$ cat config.mk
export PLATFORM = sky130hd
export DESIGN_NAME = tt_um_islam_ihfaz_latch_bank
export DESIGN_NICKNAME = d
export VERILOG_FILES = /design/src/rtl/tt_um_islam_ihfaz_latch_bank.sv
export SDC_FILE = /design/constraint.sdc
export NUM_CORES = 1
export LEC_CHECK = 0
export ABC_CLOCK_PERIOD_IN_PS = 1300
export CORE_MARGIN = 1
export CORE_UTILIZATION = 46
export DETAILED_ROUTE_END_ITERATION = 12
export GPL_TIMING_DRIVEN = 0
export PLACE_DENSITY = 0.77
export SKIP_CTS_REPAIR_TIMING = 1
export SLEW_MARGIN = 20
export SYNTH_ARGS = -nofsm -noshare
export SYNTH_HDL_FRONTEND = slang
export SYNTH_SLANG_ARGS = --single-unit
export TNS_END_PERCENT = 5
$ cat constraint.sdc
create_clock -name clk -period 1.3 [get_ports clk]
set_input_delay 0.195 -clock clk [delete_from_list [all_inputs] [get_ports clk]]
set_output_delay 0.195 -clock clk [all_outputs]
set_load 0.005 [all_outputs]
$ cat src/rtl/tt_um_islam_ihfaz_latch_bank.sv
// Multi-word storage bank with synchronised enable strobe and four write modes
// (level latch, edge capture, toggle, shift), plus a wrapping write-event counter.
module tt_um_islam_ihfaz_latch_bank #(
  parameter int WIDTH       = 4,
  parameter int DEPTH       = 4,
  parameter int SYNC_STAGES = 2
) (
  input  logic       clk,
  input  logic       rst_n,
  input  logic       ena,
  input  logic [7:0] ui_in,
  input  logic [7:0] uio_in,
  output logic [7:0] uo_out,
  output logic [7:0] uio_out,
  output logic [7:0] uio_oe
);

  localparam int AW = $clog2(DEPTH);

  typedef enum logic [1:0] {
    MODE_LATCH  = 2'b00,
    MODE_EDGE   = 2'b01,
    MODE_TOGGLE = 2'b10,
    MODE_SHIFT  = 2'b11
  } mode_t;

  logic [WIDTH-1:0] d;
  logic [AW-1:0]    waddr;
  logic [AW-1:0]    raddr;
  logic             e;
  logic             clr;
  mode_t            mode;

  assign d     = ui_in[WIDTH-1:0];
  assign waddr = ui_in[4 +: AW];
  assign e     = ui_in[6];
  assign mode  = mode_t'(uio_in[1:0]);
  assign raddr = uio_in[2 +: AW];
  assign clr   = uio_in[4];

  logic e_s;
  logic e_prev;
  logic rise;

  // Enable synchroniser: oldest sample sits in the MSB
  generate
    if (SYNC_STAGES > 0) begin : g_sync
      logic [SYNC_STAGES-1:0] sync_p;
      always_ff @(posedge clk or negedge rst_n) begin
        if (!rst_n) sync_p <= '0;
        else        sync_p <= (sync_p << 1) | SYNC_STAGES'(e);
      end
      assign e_s = sync_p[SYNC_STAGES-1];
    end else begin : g_raw
      assign e_s = e;
    end
  endgenerate

  always_ff @(posedge clk or negedge rst_n) begin
    if (!rst_n) e_prev <= 1'b0;
    else        e_prev <= e_s;
  end

  assign rise = e_s & ~e_prev;

  logic [DEPTH-1:0][WIDTH-1:0] word_q;
  logic [DEPTH-1:0][WIDTH-1:0] word_nxt;
  logic                        accept;
  logic [2:0]                  evcnt;

  always_comb begin
    word_nxt = word_q;
    accept   = 1'b0;
    case (mode)
      MODE_LATCH: begin
        if (e_s) begin
          word_nxt[waddr] = d;
          accept          = 1'b1;
        end
      end
      MODE_EDGE: begin
        if (rise) begin
          word_nxt[waddr] = d;
          accept          = 1'b1;
        end
      end
      MODE_TOGGLE: begin
        if (rise) begin
          word_nxt[waddr] = word_q[waddr] ^ d;
          accept          = 1'b1;
        end
      end
      MODE_SHIFT: begin
        if (rise) begin
          for (int i = DEPTH - 1; i > 0; i--) word_nxt[i] = word_q[i-1];
          word_nxt[0] = d;
          accept      = 1'b1;
        end
      end
      default: ;
    endcase
  end

  // Storage and event counter; clear wins over any same-cycle write
  always_ff @(posedge clk or negedge rst_n) begin
    if (!rst_n) begin
      word_q <= '0;
      evcnt  <= 3'd0;
    end else if (clr) begin
      word_q <= '0;
      evcnt  <= 3'd0;
    end else begin
      word_q <= word_nxt;
      if (accept) evcnt <= evcnt + 3'd1;
    end
  end

  logic [3:0] rd_word;

  always_comb begin
    rd_word             = 4'h0;
    rd_word[WIDTH-1:0]  = word_q[raddr];
  end

  assign uo_out  = {e_s, evcnt, rd_word};
  assign uio_out = 8'h00;
  assign uio_oe  = 8'h00;

  logic unused_ok;
  assign unused_ok = &{1'b0, ena, ui_in, uio_in};

endmodule
==> metrics.txt <==
# TYPE chip_impl_metric gauge
chip_impl_metric{name="num_io_pins",unit=""} 43
chip_impl_metric{name="sequential_power_share",unit=""} 0.431
chip_impl_metric{name="final_setup_violating_endpoints",unit=""} 9
chip_impl_metric{name="detail_route.vias_per_cell",unit=""} 6.11
chip_impl_metric{name="edff_count_synth",unit=""} 0
chip_impl_metric{name="cts_buffers",unit=""} 3
chip_impl_info{name="tritoncts",value="done"} 1
chip_impl_metric{name="global_route_wire_length_before_repair",unit="um"} 8200
chip_impl_metric{name="htree_levels",unit=""} 1
chip_impl_metric{name="clock_insertion_delay_worst_skew",unit="ps"} 280
chip_impl_metric{name="dp_hpwl",unit="um"} 3580
chip_impl_info{name="critPathCapture",value="uo_out[2]"} 1
chip_impl_metric{name="maximum_number_of_pins_on_one_net_before_global_route_repair",unit=""} 23
chip_impl_metric{name="power_per_cell_area",unit="nW/um^2"} 701
chip_impl_info{name="startpoint",value="word_q[6]"} 1
chip_impl_metric{name="postRouteAntennaNets",unit=""} 0
chip_impl_metric{name="synth_seq_area_share",unit=""} 0.295
chip_impl_metric{name="syn_area_per_cell",unit="um^2"} 9.03
chip_impl_metric{name="synth-adder-area-share",unit=""} 0.00669
chip_impl_info{name="kind_of_critical_path",value="flop to output port"} 1
chip_impl_metric{name="clk_pin_slew",unit="ps"} 80
chip_impl_metric{name="static-leakage-power",unit="nW"} 1.12
chip_impl_metric{name="initial_core_util",unit=""} 0.496
chip_impl_metric{name="finalPower",unit="mW"} 1.71
chip_impl_info{name="cp-start-kind",value="flop"} 1
chip_impl_metric{name="power.internal",unit="mW"} 1.19
chip_impl_metric{name="post_synth_inst_count",unit=""} 207
chip_impl_metric{name="via_count_of_the_first_global_routing_pass",unit=""} 1673
chip_impl_metric{name="detail_route.first_pass.iterations",unit=""} 5
chip_impl_metric{name="placement.io_buffers",unit=""} 18
chip_impl_metric{name="skew_final",unit="ps"} 0.876
chip_impl_metric{name="grt_antenna_before_repair",unit=""} 0
chip_impl_metric{name="detail_route.iter0.violations",unit=""} 167
chip_impl_info{name="dominantRegCellSynth",value="sky130_fd_sc_hd__dfrtp_1"} 1
chip_impl_metric{name="fin_crit_share",unit=""} 1.17
chip_impl_metric{name="core_area",unit="um^2"} 3770
chip_impl_metric{name="yosys_warnings",unit=""} 0
chip_impl_info{name="failed_checks",value="negative setup slack"} 1
chip_impl_metric{name="row_count",unit=""} 22
chip_impl_metric{name="grt_overflow",unit=""} 0
chip_impl_metric{name="pre_cts_slack",unit="ps"} -696
chip_impl_info{name="rsz0062_at_grt",value="yes"} 1
chip_impl_metric{name="clock_path_buffers",unit=""} 2
chip_impl_metric{name="die_height",unit="um"} 65.7
chip_impl_metric{name="post_synth_xor_area_fraction",unit=""} 0.00937
chip_impl_info{name="synthTopCellsByArea",value="sky130_fd_sc_hd__dfrtp_1 (29%), sky130_fd_sc_hd__buf_4 (7.6%), sky130_fd_sc_hd__o21ai_0 (6.7%)"} 1
chip_impl_metric{name="final_layout_size_suffix_gt1_frac",unit=""} 0.344
chip_impl_metric{name="gpl.final_weighted_congestion",unit=""} 0.928
chip_impl_metric{name="wl_per_cell",unit="um"} 17.1
chip_impl_info{name="yosys.area.top_type",value="sky130_fd_sc_hd__dfrtp_1"} 1
chip_impl_metric{name="fp.dieW",unit="um"} 65.7
chip_impl_metric{name="report.final.slew_viol_count",unit=""} 0
chip_impl_metric{name="crit_path_max_fanout",unit=""} 6
chip_impl_metric{name="nFillCells",unit=""} 300
chip_impl_metric{name="rrSetupSlack",unit="ps"} -30
chip_impl_metric{name="synthDistinctLibCells",unit=""} 42
chip_impl_metric{name="required_time_of_the_worst_setup_path",unit="ps"} 1110
chip_impl_metric{name="synth-compound-area-share",unit=""} 0.335
chip_impl_metric{name="layout.core_utilization",unit=""} 0.647
chip_impl_metric{name="remaining_drc_errors",unit=""} 0
chip_impl_metric{name="area_delta_synth_final",unit="%"} 30.5
chip_impl_info{name="synth_top_family_by_area",value="compound AO/OA/AOI/OAI gates"} 1
chip_impl_info{name="end_kind",value="output port"} 1
chip_impl_metric{name="synth.mux.area_fraction",unit=""} 0.0482
chip_impl_metric{name="use_met1",unit=""} 0.361
chip_impl_metric{name="die_area",unit="um^2"} 4320
chip_impl_info{name="clk_root_buffer_cell",value="sky130_fd_sc_hd__clkbuf_8"} 1
chip_impl_metric{name="n_antenna_cell",unit=""} 0
chip_impl_metric{name="synthSimpleGateAreaFrac",unit=""} 0.185
chip_impl_info{name="status",value="finished, violations left"} 1
chip_impl_metric{name="async_flop_share",unit=""} 1.00
chip_impl_metric{name="power.combinational.fraction",unit=""} 0.268
chip_impl_info{name="hp-class",value="primary input to flop"} 1
chip_impl_metric{name="power.share.clock",unit=""} 0.301
chip_impl_metric{name="final.setup.worst_slack",unit="ps"} -219
chip_impl_info{name="worst_r2r_startpoint",value="g_sync.sync_p[1]"} 1
chip_impl_metric{name="whs",unit="ps"} 349
chip_impl_metric{name="finalHoldViolations",unit=""} 0
chip_impl_metric{name="globalRouteTotalUtil",unit=""} 0.257
chip_impl_metric{name="synthesis.area",unit="um^2"} 1870
chip_impl_metric{name="critical_path_data_arrival_time",unit="ps"} 1320
chip_impl_metric{name="place_inst",unit=""} 288
chip_impl_metric{name="power.switching",unit="mW"} 0.522
chip_impl_metric{name="max_freq",unit="MHz"} 658
chip_impl_metric{name="r2r_cells",unit=""} 4
chip_impl_metric{name="vias",unit=""} 1876
chip_impl_metric{name="peakVddDrop",unit="uV"} 668
chip_impl_metric{name="use_met3",unit=""} 0.0347
chip_impl_info{name="timing.rr.end",value="word_q[3]"} 1
chip_impl_metric{name="post-synth-top-area-fraction",unit=""} 0.295
chip_impl_metric{name="nets",unit=""} 280
chip_impl_metric{name="yosys_register_bits",unit=""} 22
chip_impl_metric{name="clock-sinks",unit=""} 22
chip_impl_metric{name="power.switching_fraction",unit=""} 0.305
chip_impl_info{name="global_route.peak_usage_layer",value="met2"} 1
chip_impl_metric{name="final.min_clock_period",unit="ps"} 1520
chip_impl_metric{name="grt.met2_usage",unit=""} 0.366
chip_impl_metric{name="final-instance-count-excl-fill",unit=""} 307
chip_impl_metric{name="routed_wirelength",unit="um"} 5240
chip_impl_metric{name="drv_cap",unit=""} 0
==> cells in the final DEF (no fill, tap or decap), types with 8 or more instances in the layout <==
cell	Yosys	routed
sky130_fd_sc_hd__dfrtp_1	22	9
sky130_fd_sc_hd__o21ai_0	25	21
sky130_fd_sc_hd__buf_4	19	34
sky130_fd_sc_hd__dlymetal6s2s_1	0	11
sky130_fd_sc_hd__buf_2	9	8
sky130_fd_sc_hd__conb_1	1	16
sky130_fd_sc_hd__nor2b_1	15	15
sky130_fd_sc_hd__a21oi_1	9	9
sky130_fd_sc_hd__a32oi_1	13	13
sky130_fd_sc_hd__dfrtp_2	0	13
sky130_fd_sc_hd__a32o_1	12	12
==> power groups by stage <==
stage / logic (mW) / clock network [mW] / registers [mW]
floorplan: 0.266 / 0 / 0.741
global placement: 0.399 / 0 / 0.751
detailed placement: 0.403 / 0 / 0.751
CTS: 0.404 / 0.530 / 0.738
global route: 0.498 / 0.551 / 0.739
finish: 0.459 / 0.515 / 0.736
==> cells by family (layout without fill, tap and decap cells) <==
group | count (synthesis) | after routing
buffers and inverters | 35 | 72
adder cells (fa/ha/maj) | 1 | 1
multiplexers | 4 | 4
AND/OR/NAND/NOR | 58 | 58
AO/OA/AOI/OAI | 84 | 84
other | 1 | 16
XOR/XNOR | 2 | 2
flip-flops | 22 | 22
==> critical path, cell delays in order, from the launching register on <==
cell                       delay (ps)
sky130_fd_sc_hd__dfrtp_2          460
sky130_fd_sc_hd__mux4_2           460
sky130_fd_sc_hd__clkbuf_2         130
==> cell usage after synthesis (5+ instances only) <==
| cell type | count |
|---|---|
| sky130_fd_sc_hd__and3_1 | 5 |
| sky130_fd_sc_hd__dfrtp_1 | 22 |
| sky130_fd_sc_hd__nor2_1 | 11 |
| sky130_fd_sc_hd__a32o_1 | 12 |
| sky130_fd_sc_hd__nand2b_1 | 7 |
| sky130_fd_sc_hd__nor3_1 | 7 |
| sky130_fd_sc_hd__buf_4 | 19 |
| sky130_fd_sc_hd__a21oi_1 | 9 |
| sky130_fd_sc_hd__o21ai_0 | 25 |
| sky130_fd_sc_hd__buf_2 | 9 |
| sky130_fd_sc_hd__a32oi_1 | 13 |
| sky130_fd_sc_hd__nor2b_1 | 15 |
==> registers in the layout (all words and copies together) (netlist names) <==
signal,count
word_q,16
evcnt,3
g_sync.sync_p,2
e_prev,1
==> layout make-up <==
cell class	instances	area (um^2)	area share
flip-flops and latches	22	567	0.232
clock buffers	4	55.1	0.0226
inverters	1	3.75	0.00154
repair buffers	33	295	0.121
plain buffers	34	236	0.0970
well taps	48	60.1	0.0246
multi-input cells	165	1220	0.501
==> worst min-delay path by stage <==
| stage | start | end | slack, ps | depth (start not counted) |
|---|---|---|---|---|
| after floorplan | rst_n | e_prev | -100 | 0 |
| after detailed placement | g_sync.sync_p[0] | g_sync.sync_p[1] | 350 | 0 |
| after global routing | ui_in[0] | word_q[0] | 350 | 3 |
| after CTS | uio_in[0] | evcnt[1] | 340 | 4 |
| after global placement | g_sync.sync_p[0] | g_sync.sync_p[1] | 330 | 0 |
| final | ui_in[0] | word_q[0] | 350 | 3 |
==> routing by layer <==
layer	share of wire	vias to the layer above
met5	0	-
met4	0.038	0
met3	0.083	17
met2	0.44	109
met1	0.44	869
li1	-	881
==> per-stage QoR <==
stage          setup TNS, ps  area (um^2)
2_1_floorplan              0         1930
3_5_place_dp          -15420         2170
4_1_cts                -7530         2220
3_3_place_gp          -15210         2170
5_1_grt                -1770         2440
6_report                -935         2440
Power figures use the tool's default switching activity.
